$ cat config.mk
export PLATFORM = sky130hd
export DESIGN_NAME = reg64_unpack
export DESIGN_NICKNAME = d
export VERILOG_FILES = /design/src/rtl/reg64_unpack.sv
export SDC_FILE = /design/constraint.sdc
export NUM_CORES = 1
export LEC_CHECK = 0
export BUFFER_PORTS_ARGS = -buffer_cell sky130_fd_sc_hd__buf_2
export CORE_MARGIN = 4
export CORE_UTILIZATION = 52
export CTS_CLUSTER_SIZE = 40
export DETAILED_ROUTE_END_ITERATION = 8
export HOLD_SLACK_MARGIN = 0.03
export PLACE_DENSITY_LB_ADDON = 0.05
export SLEW_MARGIN = 10
export SYNTH_ARGS = -nofsm -noshare
export SYNTH_HDL_FRONTEND = slang
export SYNTH_SLANG_ARGS = --single-unit
$ cat constraint.sdc
create_clock -name clk -period 2.05 [get_ports clk]
set_clock_uncertainty 0.15 [all_clocks]
set_input_delay 0.1025 -clock clk [delete_from_list [all_inputs] [get_ports clk]]
set_output_delay 0.1025 -clock clk [all_outputs]
set_load 0.1 [all_outputs]
$ cat src/rtl/reg64_unpack.sv
// Unpacks a 64-bit load word into four 16-bit beats using valid/ready handshakes on both sides.
// Optional out_par (XOR of out_data) is present only when REG64_UNPACK_PARITY_EN is defined.
module reg64_unpack #(
   parameter bit LSB_FIRST = 1'b1
) (
   input  logic        clk,
   input  logic        rst,
   input  logic        ld_valid,
   output logic        ld_ready,
   input  logic [63:0] ld_data,
   input  logic        flush,
   output logic        out_valid,
   input  logic        out_ready,
   output logic [15:0] out_data,
   output logic [1:0]  out_idx,
`ifdef REG64_UNPACK_PARITY_EN
   output logic        out_par,
`endif
   output logic        out_last
);

   typedef enum logic {
      IDLE = 1'b0,
      SEND = 1'b1
   } state_t;

   state_t      state_q, state_d;
   logic [1:0]  cnt_q, cnt_d;
   logic [63:0] hold_q;
   logic        hold_load;
   logic        ld_fire;
   logic        beat_fire;
   logic [1:0]  slice_sel;

   assign out_valid = (state_q == SEND);
   assign out_idx   = cnt_q;
   assign out_last  = out_valid && (cnt_q == 2'd3);

   // ld_ready is held low during reset and flush; a new word may be taken as beat 3 leaves.
   assign ld_ready  = rst && !flush &&
                      ((state_q == IDLE) || (out_last && out_ready));

   assign ld_fire   = ld_valid && ld_ready;
   assign beat_fire = out_valid && out_ready;

   assign slice_sel = LSB_FIRST ? cnt_q : (2'd3 - cnt_q);
   assign out_data  = hold_q[16*slice_sel +: 16];

`ifdef REG64_UNPACK_PARITY_EN
   assign out_par = ^out_data;
`endif

   always_comb begin
      // NOTE: every output of this block gets a default first so no path can infer a latch.
      state_d   = state_q;
      cnt_d     = cnt_q;
      hold_load = 1'b0;

      if (flush) begin
         state_d = IDLE;
         cnt_d   = 2'd0;
      end else if (ld_fire) begin
         state_d   = SEND;
         cnt_d     = 2'd0;
         hold_load = 1'b1;
      end else if (beat_fire) begin
         if (cnt_q == 2'd3) begin
            state_d = IDLE;
            cnt_d   = 2'd0;
         end else begin
            cnt_d = cnt_q + 2'd1;
         end
      end
   end

   // NOTE: sequential state uses non-blocking assignments so all registers update together.
   always_ff @(posedge clk or negedge rst) begin
      if (!rst) begin
         state_q <= IDLE;
         cnt_q   <= 2'd0;
      end else begin
         state_q <= state_d;
         cnt_q   <= cnt_d;
      end
   end

   // NOTE: the holding register is reset so out_data (and parity) read zero during reset.
   always_ff @(posedge clk or negedge rst) begin
      if (!rst) begin
         hold_q <= 64'd0;
      end else if (hold_load) begin
         hold_q <= ld_data;
      end
   end

endmodule

==> results of run 1 <==
==> per-stage QoR <==
stage / hold WS (ns) / utilization (%) / worst slack (ns) / setup TNS (ns)
2_1_floorplan: -0.3431 / - / -0.004719 / -0.03776
3_3_place_gp: 0.1840 / 64.83 / 0.1474 / 0
3_5_place_dp: 0.1860 / 64.83 / 0.1195 / 0
4_1_cts: 0.07833 / 80.35 / 0.01425 / 0
5_1_grt: 0.1331 / 80.88 / -0.005232 / -0.005232
6_report: 0.08711 / 80.88 / 0.05726 / 0
==> power by group <==
group | leakage, uW | switching [uW] | internal [uW] | total [uW]
registers | 0.000795 | 147 | 1610 | 1750
clock network | 0.0000766 | 451 | 461 | 912
logic | 0.00121 | 861 | 669 | 1530
==> cells in the mapped netlist (2+ instances only) <==
cell type  number  share of area (%)
mux2_2         26                9.4
mux2_4         38                 18
buf_8           3                1.4
mux4_2         16                 12
nand2_1         2               0.24
mux2i_1         2               0.64
nor3_1          2               0.32
dfrtp_1        67                 54
buf_6           2               0.72
buf_2           4               0.64
==> registers in the layout, indices dropped and copies added (netlist names) <==
signal / count
hold_q: 64
out_idx: 2
out_valid: 1
==> area by class of cell <==
type                    count  share of cell area [%]
flip-flops and latches     67                   36.93
multi-input cells          93                   29.48
repair buffers            163                   28.19
clock buffers              14                   3.345
well taps                  72                   1.974
inverters                   1                 0.08226
==> worst reg2reg max path, delay by kind of cell, from the launching register on <==
family,cells,cell delay [ns]
compound gates,1,0.07
fa+ha+maj,1,0.22
buf+inv,1,0.39
flops,1,0.45
mux,1,0.40
simple gates,1,0.21
==> kinds of logic (layout without fill, tap and decap cells) <==
logic type	after synthesis	in the layout	share of synthesized area, %
mux	82	82	39.98
buf+inv	12	178	3.298
flops	67	67	53.90
simple gates	8	8	1.650
compound gates	2	2	0.7642
fa+ha+maj	1	1	0.4022
==> worst paths after layout <==
check                      startpoint         end  slack, ns
setup / recovery           out_idx[0]  hold_q[54]       0.06
hold / removal              out_ready  out_idx[0]       0.09
setup reg to reg           out_idx[0]  hold_q[54]       0.06
hold reg to reg            hold_q[43]  hold_q[43]       0.35
max in group asynchronous         rst  out_idx[0]       0.67
min in group asynchronous         rst  hold_q[51]       0.46
==> routing by layer <==
metal  vias up  part of all wire (%)  global-route usage, %
met2        70                    49                  32.13
li1        964                     -                      -
met5         -                     0                      0
met4         0                   1.6                  6.187
met3        11                   6.5                  7.282
met1      1020                    43                  25.72
==> what timing repair did <==
item / 4_1_cts / 5_1_grt
gates resized for setup: 19 / 1
hold buffers: 67 / 0
setup buffers: 0 / 0
endpoints found under the hold margin: 134 / 0
endpoints found under the setup margin: 16 / 7
cloned: 0 / 1
==> impl_results.md, run 1 <==
* Max Buffers Root-to-Sink at 2
* DP HPWL at ~4.0 mm
* Tot GR Track Use at 20.11%
* Worst VDD drop at 0.0007462 V
* GPL Wtd Cong at about 0.76
* Post-Syn Area at between 3000 and 4000 um2
* DRT Pass-1 Iters at 4
* Row count at 27
* Biggest cell delay along the critical path at around 0.45 ns
* N_diodes at 0
* DP Area at approximately 3700 um2
* Gate Count Post-Synth at between 150 and 200
* Data required, critical path at ~2.1 ns
* Total power at 4193 uW
* Sink Count at 67
* Area taken by flip-flops and latches at 1685 um2
* Global-route wire length before repair at between 10 and 15 mm
* Vias post-DR at around 2,100
* Port bufs at a little under 90
* Hold crit path type: in2reg
* CTS tree: done
* Max H-tree Level at 3
* Critical path class: reg2reg
* Leak at 0.002082 uW
* Initial core utilization at between 50% and 60%
* Fraction of layout cells with a size suffix above 1 at between 50% and 60%
* Die X-Extent at about 85 um
* Avg Cell Area, Syn at between 15 and 20 um2
* Number of synthesized register bits at 67
* Hold path depth at 4
* Nets in the synthesized netlist at 242
* DRT antenna net count at 0
* Worst Reg-to-Reg Cells at 5
* Final non-filler cell total at 410
* Final net count at 405
* Number of max-cap violations at 0
* TritonCTS buffer count at 9
* Worst-path maximum fanout at 58
* PD cells at slightly above 900 nW/um2
* CP delay by family, top: flip-flops
* Unique masters post-synth at 20
* Warnings from Yosys at 0
* Ys flop type: dfrtp_1
* Unrepaired setup endpoints after global routing: true
* DRC violations left at 0
* Largest net degree at the start of global routing at around 70
* Die span in y at around 85 um
* Achievable frequency at 501.8 MHz
* WP buf/inv at 1
* CP startpoint kind: flop
* Min Tclk post-route at approximately 2 ns
* Clock slew seen by the registers of the worst setup and hold paths at ~0.07 ns
* Routed WL per cell at about 17 um
* Most frequent cells in the layout: 71 x buf_2, 67 x dlygate4sd3_1, 64 x dfrtp_1
* Vias in the first global route at roughly 2,300
* I/O Pins at 90
* Slew @ Worst Pin at 0.8370 ns
* Die ar. at roughly 7300 um2
* Total gr overflow at 0
* Post-synthesis sequential area ratio at between 50% and 60%
* Async S/R FF share, synth at between 90% and 100%
* Core Region at 5642 um2
* Slowest cell on crit path: dfrtp_4
* Post-Layout Inst Area at ~4600 um2
* Fin. max-slew vios at 0
* Multi-input gate area at approximately 1300 um2
* Vias per inst at roughly 5.0
* CP cell instances: ha_2, a21boi_4, nor3_4, clkbuf_16, mux2_2
* Commonest non-fill, non-tap cell in the layout: buf_2
* Final period util at between 90% and 100%
* CP arrival at slightly above 2 ns
* Slew Limit Headroom at between 40% and 50%
* Initial antenna violation count at 0
* Layout area overhead at 46.70%
* Outcome: finished clean
* Critical path depth at 5
* Post-synth EDFFs at 0
* Starting DRT DRC Count at 90
* Final WL at 6.781 mm
* Final setup viols at 0
* Filler instances at 305
* Clock latency on the worst-skew pair at around 0.34 ns
* CTS Root Cell: clkbuf_8
* CP Capture Type: flop
* Cell count after placement at between 300 and 400
* Final hold vios at 0
Power figures use the tool's default switching activity.
==> run 2, diff against run 1 <==
--- a/config.mk
+++ b/config.mk
@@ -7,7 +7,7 @@
 export LEC_CHECK = 0
 export BUFFER_PORTS_ARGS = -buffer_cell sky130_fd_sc_hd__buf_2
 export CORE_MARGIN = 4
-export CORE_UTILIZATION = 52
+export CORE_UTILIZATION = 47
 export CTS_CLUSTER_SIZE = 40
 export DETAILED_ROUTE_END_ITERATION = 8
 export HOLD_SLACK_MARGIN = 0.03
==> constraint.sdc (replaced) <==
create_clock -name clk -period 1.6 [get_ports clk]
set_clock_uncertainty 0.15 [all_clocks]
set_input_delay 0.08 -clock clk [delete_from_list [all_inputs] [get_ports clk]]
set_output_delay 0.08 -clock clk [all_outputs]
set_load 0.1 [all_outputs]
==> run 2 against run 1 <==
Net effect: the run now ends with negative setup slack left; core utilization shrank 1.8 points; flip-flop and latch count is the same; clock power grew 69%; final area grew 11%; critical endpoint is now hold_q[6]; largest power group unchanged; highest routed layer unchanged.
==> impl_results.md, run 2 (synthesis results as in run 1) <==
* Leak at roughly 0.0023 uW
* Worst R2R Setup Slack at -0.37 ns
* PnR worst setup slack at -0.3668 ns
* Top Metal Used: met4
* Die ar. at between 7000 and 8000 um2
* Slew @ Worst Pin at between 0.8 and 0.9 ns
* Slew Limit Headroom at a little over two fifths
* Layout area overhead at 62.35%
* Largest net degree at the start of global routing at 68
* Max FFs per register at 64
* Unrepaired setup endpoints after global routing: true
* Clock slew seen by the registers of the worst setup and hold paths at 0.07 ns
* DRC violations left at 0
* Sink Count at 67
* DP HPWL at 4.223 mm
* Worst-path maximum fanout at 8
* Data required, critical path at between 1.5 and 2 ns
* Met3 routed WL at approximately 380 um
* CP arrival at roughly 2.0 ns
* Multi-input gate area at about 1400 um2
* Worst VDD drop at about 0.00088 V
* Min Tclk post-route at 1.967 ns
* Filler instances at around 380
* Die X-Extent at 89.35 um
* CTS tree: done
* TritonCTS buffer count at 9
* Max Buffers Root-to-Sink at 2
* Vias post-DR at approximately 2,200
* Die span in y at 89.35 um
* Wire length on met2 at 4.245 mm
* CP delay by family, top: flip-flops
* Vias in the first global route at 2,500
* WP buf/inv at 3
* N_diodes at 0
* Vias per inst at between 5 and 6
* CP Capture Type: flop
* DRT antenna net count at 0
* Final period util at 122.9%
* GPL Wtd Cong at a little over 0.7
* Routed WL per cell at between 15 and 20 um
* CTS Root Cell: clkbuf_8
* Slowest cell on crit path: dfrtp_4
* Initial antenna violation count at 0
* Starting DRT DRC Count at 42
* Fraction of layout cells with a size suffix above 1 at 61.13%
* CP cell instances: ha_4, a21boi_4, nor3_4, buf_6, buf_6, buf_12, mux2_4
* Initial core utilization at between 40 and 50%
* Commonest non-fill, non-tap cell in the layout: buf_2
* Row count at 29
* Hold slack at between 0.05 and 0.06 ns
* DP Area at ~3800 um2
* Total gr overflow at 0
* Final WL at 8.224 mm
* Post-Layout Inst Area at around 5000 um2
* Number of max-cap violations at 0
* Port bufs at about 90
* CP most frequent cell: buf_6
* Final net count at 420
* CP startpoint kind: flop
* Max H-tree Level at 3
* Final setup viols at 84
* Register name with the most flops: hold_q
* I/O Pins at 90
* Achievable frequency at around 510 MHz
* Area taken by flip-flops and latches at around 1700 um2
* Final hold vios at 0
* Core Region at between 6000 and 7000 um2
* Failing checks: negative setup slack
* Biggest cell delay along the critical path at about 0.52 ns
* Outcome: complete, but fails checks
* Tot GR Track Use at between 20% and 30%
* Critical path class: reg2reg
* PD cells at between 1000 and 1500 nW/um2
* M1 wire length at between 3 and 4 mm
* Hold crit path type: in2reg
* Fin. max-slew vios at 0
* Most frequent cells in the layout: 69 x buf_2, 67 x dlygate4sd3_1, 64 x dfrtp_1
* Clock latency on the worst-skew pair at about 0.33 ns
* DRT Pass-1 Iters at 4
* Global-route wire length before repair at about 13 mm
* TNS Setup at -22.33 ns
run 2: cell count changes in the layout (fill, tap and decap cells not counted), moves of 2 or more:
cell / delta
bufinv_16: +2
buf_6: +22
mux2_2: -18
clkbuf_16: -2
buf_4: -16
mux2_4: +18
clkbuf_1: -4
buf_8: +3
nor3_1: -2
clkinv_2: +3
buf_2: -2
buf_12: +9
clkinv_4: +2
run 2: final timing paths:
kind                       cells past startpoint    endpoint        from
max in group asynchronous                      3  out_idx[1]         rst
hold reg to reg                                1   hold_q[0]   hold_q[0]
setup / recovery                               7   hold_q[6]  out_idx[0]
min in group asynchronous                      3  hold_q[31]         rst
setup reg to reg                               7   hold_q[6]  out_idx[0]
hold / removal                                 5   out_valid   out_ready
run 2: timing repair:
item,4_1_cts,5_1_grt
hold buffers,67,0
buffers inserted,9,2
endpoints found under the setup margin,82,84
pin swaps,4,1
gates resized for setup,59,26
cloned,8,0
hold endpoints to repair,134,0
run 2: per-layer routing:
layer,up-vias,GRT usage [%]
met2,67,37.24
met4,0,8.931
met1,1122,26.80
li1,995,-
met5,-,0
met3,12,4.424
run 2: worst reg2reg max path, stage by stage, from the launching register on:
cell	delay (ns)
dfrtp_4	0.52
ha_4	0.20
a21boi_4	0.21
nor3_4	0.07
buf_6	0.15
buf_6	0.13
buf_12	0.14
mux2_4	0.29
run 2: area by class of cell:
| type | count | area share (%) |
|---|---|---|
| inverters | 1 | 0.07433 |
| multi-input cells | 93 | 28.54 |
| repair buffers | 178 | 31.81 |
| clock buffers | 9 | 2.453 |
| well taps | 77 | 1.908 |
| clock inverters | 7 | 1.833 |
| flip-flops and latches | 67 | 33.37 |
run 2: power by group:
part,switching (uW),internal (uW),leakage [uW]
Sequential,202,2050,0.000795
Clock,664,874,0.000113
Combinational,1160,1030,0.00140
Total,2030,3960,0.00231
run 2: through the flow:
step	instances	total power [uW]	utilization, %	setup WS, ns
after global routing	432	6252	79.08	-0.4050
after detailed placement	338	4048	58.95	-0.2438
after floorplan	172	3697	-	-0.3775
after global placement	338	4021	58.95	-0.2114
final	432	5989	79.08	-0.3668
after CTS	438	5961	80.11	-0.3491
==> run 3, diff against run 2 <==
--- a/config.mk
+++ b/config.mk
@@ -5,6 +5,7 @@
 export SDC_FILE = /design/constraint.sdc
 export NUM_CORES = 1
 export LEC_CHECK = 0
+export ABC_AREA = 1
 export BUFFER_PORTS_ARGS = -buffer_cell sky130_fd_sc_hd__buf_2
 export CORE_MARGIN = 4
 export CORE_UTILIZATION = 47
==> run 3 against run 2 <==
Net effect: the run still ends with negative setup slack left; power grew 4.3%; core utilization increased by 8.4 points; critical path depth fell by 1; first-iteration DRC count increased to 7.4 times the previous value; synthesized area grew 7.0%; largest cell class is now non-clock buffers.
==> impl_results.md, run 3 <==
* PnR worst setup slack at -0.3011 ns
* Yosys top cell area share at between 50% and 60%
* Top post-synthesis cells by area: dfrtp_1 50%, nand2_1 15%, nand4_1 12%, o21ai_0 7.1%, nor2_1 6.0%
* Post-synthesis sequential area ratio at between 50% and 60%
* Die span in y at 92.17 um
* Slew @ Worst Pin at between 0.4 and 0.5 ns
* Fin. max-slew vios at 0
* Routed WL per cell at between 20 and 25 um
* Core Region at between 6000 and 7000 um2
* DRC violations left at 0
* Vias per inst at 5.698
* Clock slew seen by the registers of the worst setup and hold paths at approximately 0.07 ns
* TritonCTS buffer count at 9
* Final net count at approximately 660
* Unique masters post-synth at 20
* Ys flop type: dfrtp_1
* Final period util at 118.8%
* Port bufs at between 80 and 90
* DRT Pass-1 Iters at 5
* Row count at 30
* Avg Cell Area, Syn at approximately 7.9 um2
* Failing checks: negative setup slack
* Clock latency on the worst-skew pair at approximately 0.34 ns
* Total gr overflow at 0
* Die X-Extent at a little over 90 um
* Largest net degree at the start of global routing at slightly below 70
* Synth area leader: dfrtp_1
* Outcome: complete, but fails checks
* DRT antenna net count at 0
* Min Tclk post-route at 1.901 ns
* Pre-CTS WS at -0.009355 ns
* Global-route wire length before repair at 18.40 mm
* Post-Syn Area at 3329 um2
* CP startpoint kind: flop
* Fraction of layout cells with a size suffix above 1 at about two fifths
* Final setup viols at 85
* Slew Limit Headroom at about two thirds
* Post-Layout Inst Area at 5977 um2
* GPL Wtd Cong at 0.8041
* Async S/R FF share, synth at 100.0%
* CP arrival at between 1.5 and 2 ns
* Worst VDD drop at approximately 0.0007 V
* Commonest non-fill, non-tap cell in the layout: nand2_1
* Top-count cell post-synth: nand2_1
* PD cells at around 1000 nW/um2
* Hold slack at ~0.065 ns
* Final non-filler cell total at around 700
* Initial core utilization at about half
* Gate Count Post-Synth at 420
* Warnings from Yosys at 0
* Vias in the first global route at roughly 3,600
* Data required, critical path at 1.37 ns
* Cell count after placement at just under 600
* Max Buffers Root-to-Sink at 2
* DP HPWL at approximately 7.1 mm
* N_diodes at 0
* Final WL at 13.86 mm
* Layout area overhead at 79.52%
* Most frequent cells in the layout: 92 x nand2_1, 69 x buf_2, 68 x dlygate4sd3_1
* Initial antenna violation count at 0
* Post-synth EDFFs at 0
* Die ar. at 8494 um2
* CP Capture Type: output pin
* I/O Pins at 90
* CTS Root Cell: clkbuf_8
* Max FFs per register at between 60 and 70
* Achievable frequency at 526.0 MHz
* CTS tree: done
* Tot GR Track Use at between 20% and 30%
* Critical path class: reg2out
* Leak at 0.002850 uW
* DP Area at roughly 4500 um2
* Sink Count at 67
* Register name with the most flops: hold_q
* Starting DRT DRC Count at approximately 310
* Max H-tree Level at 3
* Worst-path maximum fanout at 13
* Final hold vios at 0
* Fin util at about 87%
* Vias post-DR at between 3,000 and 4,000
* Number of synthesized register bits at 67
* Number of max-cap violations at 0
* Nets in the synthesized netlist at approximately 500
* Unrepaired setup endpoints after global routing: true
* Hold crit path type: in2reg
* Leading post-synthesis cells by instance count: 136 x nand2_1, 67 x dfrtp_1, 64 x nand4_1
==> run 3: layout make-up <==
type                            instances  area (um2)
Multi-Input combinational cell        309        1944
Inverter                                7       45.04
Fill cell                             353       854.6
Clock inverter                          5       55.05
Timing Repair inverter                  1       6.256
Sequential cell                        67        1685
Timing Repair Buffer                  197        1993
Tap cell                               96       120.1
Clock buffer                           10       127.6
==> run 3: routing by layer <==
metal | vias to the layer above | track usage (%) | wire (um)
li1 | 1760 | - | -
met1 | 1928 | 37.76 | 5419
met2 | 207 | 45.56 | 7042
met3 | 48 | 4.758 | 976
met4 | 0 | 8.292 | 422
met5 | - | 0 | 0
==> run 3: worst max-delay path, stage by stage (launching register included) <==
cell and delay (ns):
dfrtp_4 0.54, buf_6 0.17, nor2_1 0.16, nor2_1 0.09
o21ai_2 0.10, o21ai_4 0.09, buf_12 0.17
==> run 3: worst paths after layout <==
kind / from / to / slack, ns / cells past startpoint
setup / recovery: out_idx[0] / out_data[9] / -0.30 / 6
hold / removal: flush / out_valid / 0.07 / 4
setup reg to reg: out_idx[0] / hold_q[49] / -0.29 / 9
hold reg to reg: hold_q[11] / hold_q[11] / 0.33 / 2
max in group asynchronous: rst / out_idx[0] / 0.72 / 3
min in group asynchronous: rst / hold_q[45] / 0.26 / 3
==> run 3: cells by family (layout without fill, tap and decap cells) <==
group,count (synthesis),in the layout,synth area share (%)
adder cells (fa/ha/maj),1,1,0.3757
AO/OA/AOI/OAI,50,50,7.516
buffers and inverters,45,220,7.590
AND/OR/NAND/NOR,257,258,34.16
flip-flops,67,67,50.36
==> run 3: repair_timing <==
action,in CTS,in global routing
setup buffers,7,2
resized for setup,46,71
pin swaps,3,3
endpoints found under the hold margin,134,0
gates cloned,1,9
endpoints found under the setup margin,18,84
hold buffers,68,0
==> run 3: metrics by stage <==
step / power (uW) / TNS (ns)
5_1_grt: 6456 / -23.85
2_1_floorplan: 3610 / -7.641
4_1_cts: 5940 / -10.38
3_3_place_gp: 4371 / -0.002576
3_5_place_dp: 4400 / -0.009355
6_report: 6244 / -20.07
==> run 3: report_power, final <==
group	switching, uW	internal (uW)	leakage [uW]
registers	334	2020	0.000836
clock network	664	706	0.0000881
logic	1510	1010	0.00193
total	2510	3730	0.00285
